--- src/rtl/mips_dmem_mmio.sv ---
// Data memory for the single-cycle MIPS core: word RAM plus a timer and a TX byte FIFO.
// Optional irq output and TCTRL irq-enable bit are built when MMIO_IRQ_EN is defined.
module mips_dmem_mmio #(
  parameter int unsigned RAM_AW   = 6,
  parameter int unsigned TX_DEPTH = 4
) (
  input  logic        clk,
  input  logic        reset,
  input  logic        memwrite,
  input  logic [31:0] addr,
  input  logic [31:0] writedata,
  output logic [31:0] readdata,
  output logic [7:0]  tx_data,
  output logic        tx_valid,
  input  logic        tx_ready
`ifdef MMIO_IRQ_EN
  ,
  output logic        irq
`endif
);

  localparam int unsigned PW = $clog2(TX_DEPTH);
  localparam int unsigned CW = PW + 1;
`ifdef MMIO_IRQ_EN
  localparam logic [2:0] CtrlMask = 3'b111;
`else
  localparam logic [2:0] CtrlMask = 3'b011;
`endif

  logic [31:0] ram [2**RAM_AW];

  logic [31:0]   tcount, tcmp;
  logic [2:0]    tctrl;
  logic          match, ovf;
  logic [7:0]    fifo [TX_DEPTH];
  logic [PW-1:0] rd_ptr, wr_ptr;
  logic [CW-1:0] count;

  logic       ram_sel, per_sel, per_we, hit;
  logic [5:0] off;
  logic       full, empty, push, pop, accept, drop;
  logic       clr_match, clr_ovf;
  logic       unused_addr;

  assign unused_addr = ^addr[1:0];

  always_comb begin
    ram_sel   = ~addr[31];
    per_sel   = (addr[31:8] == 24'hFFFFFF);
    off       = addr[7:2];
    per_we    = memwrite & per_sel;
    hit       = tctrl[0] & (tcount == tcmp);
    full      = (count == CW'(TX_DEPTH));
    empty     = (count == '0);
    pop       = ~empty & tx_ready;
    push      = per_we & (off == 6'h04);
    accept    = push & (~full | pop);
    drop      = push & full & ~pop;
    clr_match = per_we & (off == 6'h03) & writedata[0];
    clr_ovf   = per_we & (off == 6'h03) & writedata[3];
  end

  assign tx_valid = ~empty;
  assign tx_data  = fifo[rd_ptr];

  // RAM is intentionally not reset.
  always_ff @(posedge clk) begin
    if (memwrite && ram_sel) ram[addr[RAM_AW+1:2]] <= writedata;
  end

  always_ff @(posedge clk or posedge reset) begin
    if (reset) begin
      tcount <= '0;
      tcmp   <= '0;
      tctrl  <= '0;
      match  <= 1'b0;
      ovf    <= 1'b0;
    end else begin
      // Software write to TCOUNT beats both increment and reload.
      if (per_we && off == 6'h00) tcount <= writedata;
      else if (tctrl[0])          tcount <= (hit && tctrl[1]) ? '0 : tcount + 32'd1;
      if (per_we && off == 6'h01) tcmp <= writedata;
      if (per_we && off == 6'h02) tctrl <= writedata[2:0] & CtrlMask;
      match <= hit | (match & ~clr_match);
      ovf   <= drop | (ovf & ~clr_ovf);
    end
  end

  always_ff @(posedge clk or posedge reset) begin
    if (reset) begin
      for (int i = 0; i < int'(TX_DEPTH); i++) fifo[i] <= '0;
      rd_ptr <= '0;
      wr_ptr <= '0;
      count  <= '0;
    end else begin
      if (accept) begin
        fifo[wr_ptr] <= writedata[7:0];
        wr_ptr       <= wr_ptr + PW'(1);
      end
      if (pop) rd_ptr <= rd_ptr + PW'(1);
      count <= count + CW'(accept) - CW'(pop);
    end
  end

`ifdef MMIO_IRQ_EN
  always_ff @(posedge clk or posedge reset) begin
    if (reset) irq <= 1'b0;
    else       irq <= match & tctrl[2];
  end
`endif

  always_comb begin
    readdata = '0;
    if (ram_sel) begin
      readdata = ram[addr[RAM_AW+1:2]];
    end else if (per_sel) begin
      case (off)
        6'h00:   readdata = tcount;
        6'h01:   readdata = tcmp;
        6'h02:   readdata = {29'b0, tctrl};
        6'h03:   readdata = {28'b0, ovf, empty, full, match};
        6'h04:   readdata = {{(32-CW){1'b0}}, count};
        default: readdata = '0;
      endcase
    end
  end

endmodule
--- config.mk ---
export PLATFORM = sky130hd
export DESIGN_NAME = mips_dmem_mmio
export DESIGN_NICKNAME = d
export VERILOG_FILES = /design/src/rtl/mips_dmem_mmio.sv
export SDC_FILE = /design/constraint.sdc
export NUM_CORES = 2
export LEC_CHECK = 0
export CORE_MARGIN = 3
export CORE_UTILIZATION = 55
export DETAILED_ROUTE_END_ITERATION = 8
export MAX_ROUTING_LAYER = met4
export PLACE_DENSITY = 0.8
export SLEW_MARGIN = 20
export SYNTH_ARGS = -nofsm -noshare
export SYNTH_HDL_FRONTEND = slang
export SYNTH_SLANG_ARGS = --single-unit
--- constraint.sdc ---
create_clock -name clk -period 4.9 [get_ports clk]
set_input_delay 0.98 -clock clk [delete_from_list [all_inputs] [get_ports clk]]
set_output_delay 0.98 -clock clk [all_outputs]
set_load 0.005 [all_outputs]
==> impl_results.md <==
- Status: complete, but fails checks
- Violated checks: setup timing
- Slew margin rel.: 0.1989
- Synth Cell Area: roughly 0.085 mm²
- Setup TNS: -0.2897 ns
- Hold Crit Class: input port to flop
- Hold Path Cell Cnt: 1
- Pin count of the biggest net entering global routing: between 70 and 80
- Worst-path clk slew: roughly 0.06 ns
- Avg Cell Area, Syn: roughly 18 µm²
- Slew @ Worst Pin: 1.202 ns
- Largest family of logic cells by synthesized area: multiplexers
- Crit end category: output port
- Fin area: a little over 0.1 mm²
- Antenna viol nets, final: 0
- Die ar.: between 0.15 and 0.2 mm²
- Final WL: approximately 300 mm
- Filler Cells Inserted: around 9300
- Final nets: ~5600
- Skew final: ~0.019 ns
- Layout cells sized above 1: 0.3047
- Vias: 56040
- Congestion Overflow GR: 0
- Via density: between 7 and 8
- Area fraction of the dominant cell type after synthesis: 0.7240
- Fin. max-slew vios: 0
- Top FF cell, synth: edfxtp_1
- Adder-Cell Fraction of Synth Area: 0.001267
- Synth Area in Simple Gates: 0.03042
- Total Routing Usage GR: 0.3886
- Seq. cell area: 0.06418 mm²
- Global placement routability congestion: about 1.0
- Number of max-cap violations: 0
- I/O pin count: approximately 110
- Design Power: about 39 mW
- Peak Freq: between 200 and 250 MHz
- Drt pass-1 iters: 9
- PD cells: ~380 mW/mm²
- First-pass GRT wire length: between 400 and 500 mm
- WL/cell: roughly 40 µm
- Mux contribution to synthesized area: 0.1050
- Peak supply drop: 0.3204 mV
- Sinks on Clock Net: 2155
- Most frequent cell after synthesis: edfxtp_1
- Req. time, crit path: 3.92 ns
- Clock Tree Root: clkbuf_16
- Final setup viols: 7
- Worst-case reg-to-reg path depth: 7
- Area of the multi-input gates: slightly above 0.02 mm²
- Part of the cycle the worst path needs: 1.014
- Die width: about 400 µm
- Worst endpoint data arrival time: approximately 4.0 ns
- DR iter-0 viols: between 10000 and 15000
- Placement row count: around 140
- Post-synthesis sequential area ratio: 0.7555
- Reg2Reg Setup Slack: roughly 1.8 ns
- Inserted Clock Buffers: around 200
- Detail Placement HPWL: ~190 mm
- Register bit total from synthesis: ~2200
- Core Area: ~0.15 mm²
- Area leader, netlist: edfxtp_1
- RR Endpoint: tcount[30]$_DFFE_PP0P_
- Placed cell areas: ~0.095 mm²
- Syn nets: 4808
- Antenna violations before repair: 16
- Vias in the first global route: about 53000
- Max FO, Critical Path: 11
- CTS max path bufs: 3
- Ys Warns: 0
- CTS tree: yes
- Fin worst setup slack: -0.06951 ns
- Critical Path Start Type: input port
- Hold Startpoint: writedata[25]
- Number of synthesized flops with an enable pin: between 2000 and 2500
- H-tree depth reported by CTS: 4
- Clock latency on the worst-skew pair: roughly 0.86 ns
- RSZ-0062 raised after global routing: yes
- Async S/R FF share, synth: 0.04965
- Area grow syn2layout: 20.57%
- Starting Density: 0.5565
- Worst Hold End: ram[15][25]$_DFFE_PP_
- Critical path type: input port to output port
- Final hold vios: 0
- PortBufs: around 110
- Area contributors post-synth: edfxtp_1, mux4_2, dfrtp_1
- Commonest cells in the netlist: edfxtp_1, mux2i_1, nor2_1
- DR DRC count: 0
- Xor/xnor share of the synthesized area: 0.005568
- Tmin final: 4.970 ns
- Die Height: about 400 µm
- Worst reg2reg startpoint: tcount[31]$_DFFE_PP0P_
- Gate Count Post-Synth: 4732
- Post-synthesis compound-gate area fraction: 0.08211
- Leak Pwr: 34.89 nW
- Synth unique cells: 80
## flip-flops by register name, summed over array words and instances, names as in the netlist
name / flops
ram: 2048
fifo: 32
tcmp: 32
tcount: 32
count: 3
rd_ptr: 2
tctrl: 2
wr_ptr: 2
match: 1
ovf: 1
## cell families (layout without fill, tap and decap cells)
kind of cell,count (synthesis),count (layout)
compound gates,969,969
xor+xnor,54,54
fa+ha+maj,8,8
flops,2155,2155
simple gates,573,573
buf+inv,333,1296
other cells,0,12
mux,640,640
## critical path: stages
cell and delay [ns]:
bufbuf_16 0.31, buf_12 0.12, nor2b_4 0.06, buf_6 0.15
buf_4 0.14, buf_12 0.14, a22oi_1 0.21, nor2_1 0.07
nor3_2 0.33, buf_4 0.19, o22ai_1 0.11, nor4_4 0.49
o221ai_2 0.18, clkdlybuf4s50_1 0.48
## final cells by class
cell class,count,area share
tap,2030,0.02480
timing repair buffer,913,0.08636
multi-input combinational,2244,0.1985
clock inverter,114,0.01084
clock buffer,251,0.05186
inverter,18,0.0007575
antenna,12,0.0002932
sequential,2155,0.6266
## worst max path at each step
stage          startpoint                    to
6_report          addr[2]          readdata[23]
5_1_grt           addr[2]          readdata[24]
4_1_cts           addr[2]          readdata[26]
3_5_place_dp      addr[2]           readdata[1]
3_3_place_gp      addr[2]           readdata[1]
2_1_floorplan     addr[3]  ram[13][0]$_DFFE_PP_
## stage by stage
| step | hold slack [ns] | std cells | setup slack, ns | utilization |
|---|---|---|---|---|
| 2_1_floorplan | 0.4467 | 4732 | 0.8246 | - |
| 3_3_place_gp | 0.4661 | 7333 | -0.5525 | 0.6205 |
| 3_5_place_dp | 0.4679 | 7333 | -0.5354 | 0.6205 |
| 4_1_cts | 0.3712 | 7711 | -0.05626 | 0.6666 |
| 5_1_grt | 0.3746 | 7735 | -0.09166 | 0.6710 |
| 6_report | 0.3934 | 7737 | -0.06951 | 0.6710 |
## power breakdown
group	total [mW]	leakage, nW	internal, mW	switching [mW]
sequential	20.2	19.8	20.2	0.0191
clock	15.4	3.12	8.46	6.96
combinational	3.02	12.0	1.08	1.93
## layout by cell type, fill, tap and decap left out, types with 44 or more instances in the layout
master           count
nor2_1             149
mux2_2             217
buf_12             118
clkbuf_16          207
clkdlybuf4s50_1     51
a22o_1              54
edfxtp_1          2048
clkinv_1            45
dfrtp_1            107
o22ai_1             85
clkbuf_1            44
buf_4              650
mux2i_1            240
o21ai_0            127
a22oi_1            117
a221oi_1           152
nor2_4              71
nand2_1            165
a21oi_1            154
mux4_2             179
## what timing repair did
| item | CTS | global route |
|---|---|---|
| cloned | 4 | 3 |
| setup buffers | 9 | 11 |
| setup endpoints to repair | 32 | 27 |
| pin swaps | 17 | 27 |
| resized for setup | 96 | 106 |
| hold endpoints to repair | 0 | 0 |
| hold buffers | 0 | 0 |
## routing by layer
layer	vias to the layer above	track usage	wire length, µm
met5	-	-	0
met4	0	0.2342	24470
met3	1292	0.1344	50230
met2	5916	0.5475	132000
met1	27820	0.4883	97190
li1	21010	-	-
Power figures use the tool's default switching activity.
